[src/rtl/bitheap_bist_driver.sv]
// bitheap_bist_driver: on-board self-test driver for the one-stage bitheap
// compressor of the N x N multiplier. It issues LFSR-derived operand pairs
// as a registered partial-product bitheap. It checks the compressor sum
// against a locally computed a*b, LAT cycles later.
// Optional build macro: BIST_CORNER_EN. When defined, the first (up to) four
// vectors are the fixed corner operands, and then the LFSR vectors follow.
module bitheap_bist_driver #(
  parameter int N     = 22,
  parameter int LAT   = 1,
  parameter int CNT_W = 16
) (
  input  logic               clk,
  input  logic               rst,
  input  logic               start,
  input  logic [CNT_W-1:0]   num_vectors,
  input  logic [2*N-1:0]     seed,
  output logic [N*N-1:0]     pp_bits,
  input  logic [2*N:0]       comp_in,
  output logic               busy,
  output logic               done,
  output logic               pass,
  output logic [CNT_W-1:0]   err_cnt,
  output logic [CNT_W-1:0]   first_err_idx
);

  localparam int W2 = 2 * N;

  typedef enum logic [1:0] {
    S_IDLE  = 2'd0,
    S_RUN   = 2'd1,
    S_DRAIN = 2'd2,
    S_DONE  = 2'd3
  } state_t;

  state_t state, state_nxt;

  logic [W2-1:0]    lfsr;
  logic [W2-1:0]    lfsr_next;
  logic [CNT_W-1:0] num_lat;
  logic [CNT_W-1:0] issue_cnt;
  logic [3:0]       drain_cnt;

  logic [N-1:0]     op_a;
  logic [N-1:0]     op_b;
  logic             lfsr_adv;
  logic [W2-1:0]    prod;

  logic             start_acc;
  logic             issue;
  logic             last_issue;
  logic             mism;

  // Expected-product delay line; the valid bit and vector index travel with it.
  logic [W2-1:0]    exp_p [LAT];
  logic [CNT_W-1:0] tag_p [LAT];
  logic             vld_p [LAT];

  // The top sum bit cannot be set by an N x N product and is never compared.
  logic             sum_msb_unused;
  assign sum_msb_unused = comp_in[W2];

  // Saturating increment for the mismatch counter.
  function automatic logic [CNT_W-1:0] sat_inc(input logic [CNT_W-1:0] v);
    if (v == {CNT_W{1'b1}}) sat_inc = v;
    else                    sat_inc = v + 1'b1;
  endfunction

  // Unsigned partial-product bitheap: bit i*N+j = a[j] & b[i], weight i+j.
  function automatic logic [N*N-1:0] build_pp(input logic [N-1:0] a,
                                              input logic [N-1:0] b);
    logic [N*N-1:0] r;
    r = '0;
    for (int i = 0; i < N; i++) begin
      for (int j = 0; j < N; j++) begin
        r[i*N+j] = a[j] & b[i];
      end
    end
    return r;
  endfunction

  assign start_acc  = start && ((state == S_IDLE) || (state == S_DONE));
  assign issue      = (state == S_RUN) && (num_lat != '0);
  assign last_issue = issue && (issue_cnt == num_lat - 1'b1);

  // Fibonacci shift-left; taps 44,43,18,17 give a maximal sequence at 2N=44.
  assign lfsr_next = {lfsr[W2-2:0], lfsr[W2-1] ^ lfsr[W2-2] ^ lfsr[17] ^ lfsr[16]};

  // Operand selection: LFSR halves, or the fixed corner set at the head of a run.
  always_comb begin
    op_a     = lfsr[N-1:0];
    op_b     = lfsr[W2-1:N];
    lfsr_adv = 1'b1;
`ifdef BIST_CORNER_EN
    if (issue_cnt < CNT_W'(4)) begin
      lfsr_adv = 1'b0;
      case (issue_cnt[1:0])
        2'd0:    begin op_a = '0;            op_b = '0;            end
        2'd1:    begin op_a = '1;            op_b = '1;            end
        2'd2:    begin op_a = '1;            op_b = N'(1);         end
        default: begin op_a = N'(1);         op_b = '1;            end
      endcase
    end
`endif
  end

  assign prod = {{N{1'b0}}, op_a} * {{N{1'b0}}, op_b};

  // State register.
  always_ff @(posedge clk) begin
    if (rst) state <= S_IDLE;
    else     state <= state_nxt;
  end

  // Next-state logic.
  always_comb begin
    state_nxt = state;
    case (state)
      S_IDLE:  if (start) state_nxt = S_RUN;
      S_RUN: begin
        if (num_lat == '0)   state_nxt = S_DONE;
        else if (last_issue) state_nxt = S_DRAIN;
      end
      S_DRAIN: if (drain_cnt == 4'(LAT - 1)) state_nxt = S_DONE;
      S_DONE:  if (start) state_nxt = S_RUN;
      default: state_nxt = S_IDLE;
    endcase
  end

  // Status outputs decoded from state.
  always_comb begin
    busy = (state == S_RUN) || (state == S_DRAIN);
    done = (state == S_DONE);
  end

  // Run control: operand latch, LFSR, issue and drain counters.
  always_ff @(posedge clk) begin
    if (rst) begin
      lfsr      <= W2'(1);
      num_lat   <= '0;
      issue_cnt <= '0;
      drain_cnt <= '0;
    end else begin
      if (start_acc) begin
        lfsr      <= (seed == '0) ? W2'(1) : seed;
        num_lat   <= num_vectors;
        issue_cnt <= '0;
      end else if (issue) begin
        if (lfsr_adv) lfsr <= lfsr_next;
        issue_cnt <= issue_cnt + 1'b1;
      end
      if (state == S_DRAIN) drain_cnt <= drain_cnt + 1'b1;
      else                  drain_cnt <= '0;
    end
  end

  // Issue stage: registered bitheap, held between issues.
  always_ff @(posedge clk) begin
    if (rst)        pp_bits <= '0;
    else if (issue) pp_bits <= build_pp(op_a, op_b);
  end

  // Delay line valid bits: one stage per cycle of compressor latency.
  always_ff @(posedge clk) begin
    if (rst) begin
      for (int k = 0; k < LAT; k++) vld_p[k] <= 1'b0;
    end else begin
      vld_p[0] <= issue;
      for (int k = 1; k < LAT; k++) vld_p[k] <= vld_p[k-1];
    end
  end

  // Delay line data: expected product and vector index.
  always_ff @(posedge clk) begin
    exp_p[0] <= prod;
    tag_p[0] <= issue_cnt;
    for (int k = 1; k < LAT; k++) begin
      exp_p[k] <= exp_p[k-1];
      tag_p[k] <= tag_p[k-1];
    end
  end

  assign mism = vld_p[LAT-1] && (comp_in[W2-1:0] != exp_p[LAT-1]);

  // Check stage: error count, first failing index, pass flag.
  always_ff @(posedge clk) begin
    if (rst) begin
      err_cnt       <= '0;
      first_err_idx <= '1;
      pass          <= 1'b0;
    end else begin
      if (start_acc) begin
        err_cnt       <= '0;
        first_err_idx <= '1;
        pass          <= 1'b0;
      end else begin
        if (mism) begin
          err_cnt <= sat_inc(err_cnt);
          if (first_err_idx == {CNT_W{1'b1}}) first_err_idx <= tag_p[LAT-1];
        end
        if ((state != S_DONE) && (state_nxt == S_DONE))
          pass <= (err_cnt == '0) && !mism;
      end
    end
  end

endmodule

[config.mk]
export PLATFORM = sky130hd
export DESIGN_NAME = bitheap_bist_driver
export DESIGN_NICKNAME = d
export VERILOG_FILES = /design/src/rtl/bitheap_bist_driver.sv
export SDC_FILE = /design/constraint.sdc
export NUM_CORES = 2
export LEC_CHECK = 0
export ABC_AREA = 1
export ABC_CLOCK_PERIOD_IN_PS = 5860
export BUFFER_PORTS_ARGS = -buffer_cell sky130_fd_sc_hd__buf_2
export CELL_PAD_IN_SITES_DETAIL_PLACEMENT = 1
export CELL_PAD_IN_SITES_GLOBAL_PLACEMENT = 1
export CORE_UTILIZATION = 39
export DETAILED_ROUTE_END_ITERATION = 10
export GPL_ROUTABILITY_DRIVEN = 0
export GPL_TIMING_DRIVEN = 0
export PLACE_DENSITY = 0.85
export REMOVE_ABC_BUFFERS = 1
export SYNTH_ARGS = -nofsm -noshare
export SYNTH_HDL_FRONTEND = slang
export SYNTH_SLANG_ARGS = --single-unit
[constraint.sdc]
create_clock -name clk -period 5.86 [get_ports clk]
set_input_delay 0.293 -clock clk [delete_from_list [all_inputs] [get_ports clk]]
set_output_delay 0.293 -clock clk [all_outputs]
set_load 0.005 [all_outputs]
==> impl_metrics.env <==
export IMPL_grt_use_total_pct=34.9
export IMPL_cap_violations=2
export IMPL_drtIter0Drc=3684
export IMPL_tritoncts_num_buffers=80
export IMPL_synth_distinct_cells=47
export IMPL_muxShareOfSynthArea_pct=0
export IMPL_die_width_um=319
export IMPL_ff_latch_area_um2=13400
export IMPL_synth_flop_cell="dfxtp_1"
export IMPL_yosysMostFrequentCell="inv_1"
export IMPL_synth_edf_count=0
export IMPL_layout_nets=6228
export IMPL_wl_per_cell_um=28.3
export IMPL_outcome="finished with violations"
export IMPL_fin_crit_sh_pct=115
export IMPL_rows=115
export IMPL_dp_hpwl_um=111000
export IMPL_hold_ws_ns=0.398
export IMPL_setup_viol=32
export IMPL_critPathLaunchType="flip-flop"
export IMPL_synthTopCellsByCount="inv_1 (773), nand2_1 (752), dfxtp_1 (660), o21ai_0 (433), a21oi_1 (414)"
export IMPL_start_util_pct=39.6
export IMPL_critPathCaptureType="flip-flop"
export IMPL_critical_path_class="reg -> reg"
export IMPL_synth_xor_area_share_pct=2.26
export IMPL_synth_fa_ha_area_share_pct=25.7
export IMPL_syn_area_per_cell_um2=8.22
export IMPL_viasPerCell=5.70
export IMPL_synth_cells=4763
export IMPL_crit_start="lfsr[28]"
export IMPL_tightest_slew_ns=1.50
export IMPL_required_ns=6.48
export IMPL_synth_top_family_by_area="adder cells"
export IMPL_routed_via_count=39500
export IMPL_yosysTopAreaCellShare_pct=33.8
export IMPL_dr_pass1_iters=6
export IMPL_synth_simple_area_share_pct=15.1
export IMPL_synth_seq_cells=660
export IMPL_core_area_um2=98900
export IMPL_synth_area_leader_cell="dfxtp_1"
export IMPL_io_pins=627
export IMPL_cp_arrival_ns=7.38
export IMPL_synth_compound_area_share_pct=12.5
export IMPL_synth_async_reset_ratio_pct=0
export IMPL_antenna_left=0
export IMPL_area_growth_pct=32.9
export IMPL_maxSlewHeadroom_pct=-0.603
export IMPL_hp_class="reg -> reg"
export IMPL_wl_um=196000
export IMPL_dpl_cell_area_um2=43100
export IMPL_antenna_found_initial=29
export IMPL_htree_num_levels=3
export IMPL_reg2reg_from="lfsr[28]"
export IMPL_first_global_vias=40600
export IMPL_clock_skew_ns=0.0527
export IMPL_grt_first_pass_wirelength_um=263000
export IMPL_min_period_ns=6.76
export IMPL_violations="max-capacitance violations, max-slew violations, negative setup slack"
export IMPL_seq_area_frac_synth_pct=33.8
export IMPL_netlist_area_um2=39100
export IMPL_synth_area_top_cells="dfxtp_1 (34%), fa_1 (20%), inv_1 (7.4%)"
export IMPL_grt_max_degree=199
export IMPL_slew_violations=1
export IMPL_final_area_um2=52000
export IMPL_hp_start="issue_cnt[13]"
export IMPL_clk_pin_slew_ns=0.07
export IMPL_fmax_mhz=148
export IMPL_cp_slowest_cell="fa_2"
export IMPL_yosysWarnings=0
export IMPL_layout_drive_gt1_share_pct=26.2
export IMPL_tritoncts="built"
export IMPL_clock_sinks=660
export IMPL_cts_root_buf="clkbuf_16"
export IMPL_post_layout_nonfiller_instances=6933
export IMPL_rsz0062_at_grt="yes"
export IMPL_path_buf_inv=6
export IMPL_clockBufferDepth=3
export IMPL_die_area_um2=102000
export IMPL_dp_cells=6393
export IMPL_max_stage_delay_ns=0.57
export IMPL_drc_errors=0
export IMPL_hold_violations=0
export IMPL_worst_slack_ns=-0.899
export IMPL_die_h_um=319
export IMPL_clock_latency_ns=0.72
export IMPL_crit_family="adder cells"
export IMPL_io_buffer_count=625
export IMPL_overflow=0
export IMPL_worst_path_max_fanout=5
export IMPL_fillers=11500
export IMPL_multi_input_area_um2=23300
==> path summary, 6_finish.rpt <==
| path | end | slack (ns) | cells after the start |
|---|---|---|---|
| max reg2reg | exp_p[0][36] | -0.90 | 26 |
| min reg2reg | tag_p[0][13] | 0.40 | 0 |
| max | exp_p[0][36] | -0.90 | 26 |
| min | tag_p[0][13] | 0.40 | 0 |
==> registers in the layout, summed over array words and instances, names as in the netlist <==
signal and flops:
issue_cnt 16, first_err_idx 16, pass 1, tag_p 16, exp_p 44, vld_p 1
num_lat 16, lfsr 44, pp_bits 484, err_cnt 16, state 2, drain_cnt 4
==> timing repair <==
item                                    CTS  global route
endpoints found under the setup margin   31            31
gates resized for setup                 255           263
pin swaps                                98           149
hold buffers                             61             0
hold endpoints to repair                 61             0
setup buffers                           223            81
gates cloned                              3             0
==> through the flow <==
stage               setup TNS (ns)  setup WS (ns)  util (%)
global placement          -3539.53         -10.75      43.1
finish                      -13.72         -0.899      52.6
floorplan                  -925.25          -2.49         -
global route                -15.74         -0.894      52.6
CTS                          -4.18         -0.305      50.9
detailed placement          -30.17          -1.53      43.6
==> cell usage in the layout (no fill, tap or decap), types with 20 or more instances in the layout <==
cell type / synthesis / routed
a211oi_1: 20 / 20
a21oi_1: 414 / 390
buf_12: 0 / 61
buf_16: 0 / 31
buf_2: 67 / 625
buf_4: 3 / 174
buf_6: 5 / 42
clkbuf_16: 0 / 80
dfxtp_1: 660 / 616
dfxtp_4: 0 / 43
diode_2: 0 / 30
dlygate4sd3_1: 0 / 61
fa_1: 397 / 359
fa_2: 0 / 38
ha_1: 169 / 128
ha_4: 0 / 38
inv_1: 773 / 721
inv_2: 2 / 53
nand2_1: 752 / 669
nand2_2: 2 / 52
nand2_4: 3 / 35
nand3_1: 55 / 47
nand4_1: 20 / 20
nor2_1: 347 / 320
nor2_4: 4 / 23
nor3_1: 194 / 191
o21ai_0: 433 / 415
xnor2_1: 50 / 46
xor2_1: 51 / 49
==> layer usage <==
metal / up-vias / GRT usage [%] / wire length (um)
met5: - / 0 / 63
met4: 10 / 24.7 / 18800
met3: 1080 / 9.00 / 17700
met2: 2393 / 57.6 / 90800
met1: 19500 / 39.4 / 69000
li1: 16500 / - / -
==> final cells by class <==
type,count,area share [%]
Multi-Input combinational cell,3025,44.9
Sequential cell,660,25.7
Timing Repair Buffer,1011,15.1
Inverter,776,5.62
Clock buffer,98,4.13
Tap cell,1287,3.09
Clock inverter,46,1.32
Antenna cell,30,0.144
==> logic make-up after synthesis <==
| kind of cell | Yosys count |
|---|---|
| buf+inv | 1078 |
| flops | 660 |
| xor+xnor | 101 |
| fa+ha+maj | 566 |
| compound gates | 938 |
| simple gates | 1420 |
Power is left out: the tool's default activity adds up to more than one toggle a clock period on the data nets, which glitch-free logic cannot reach.
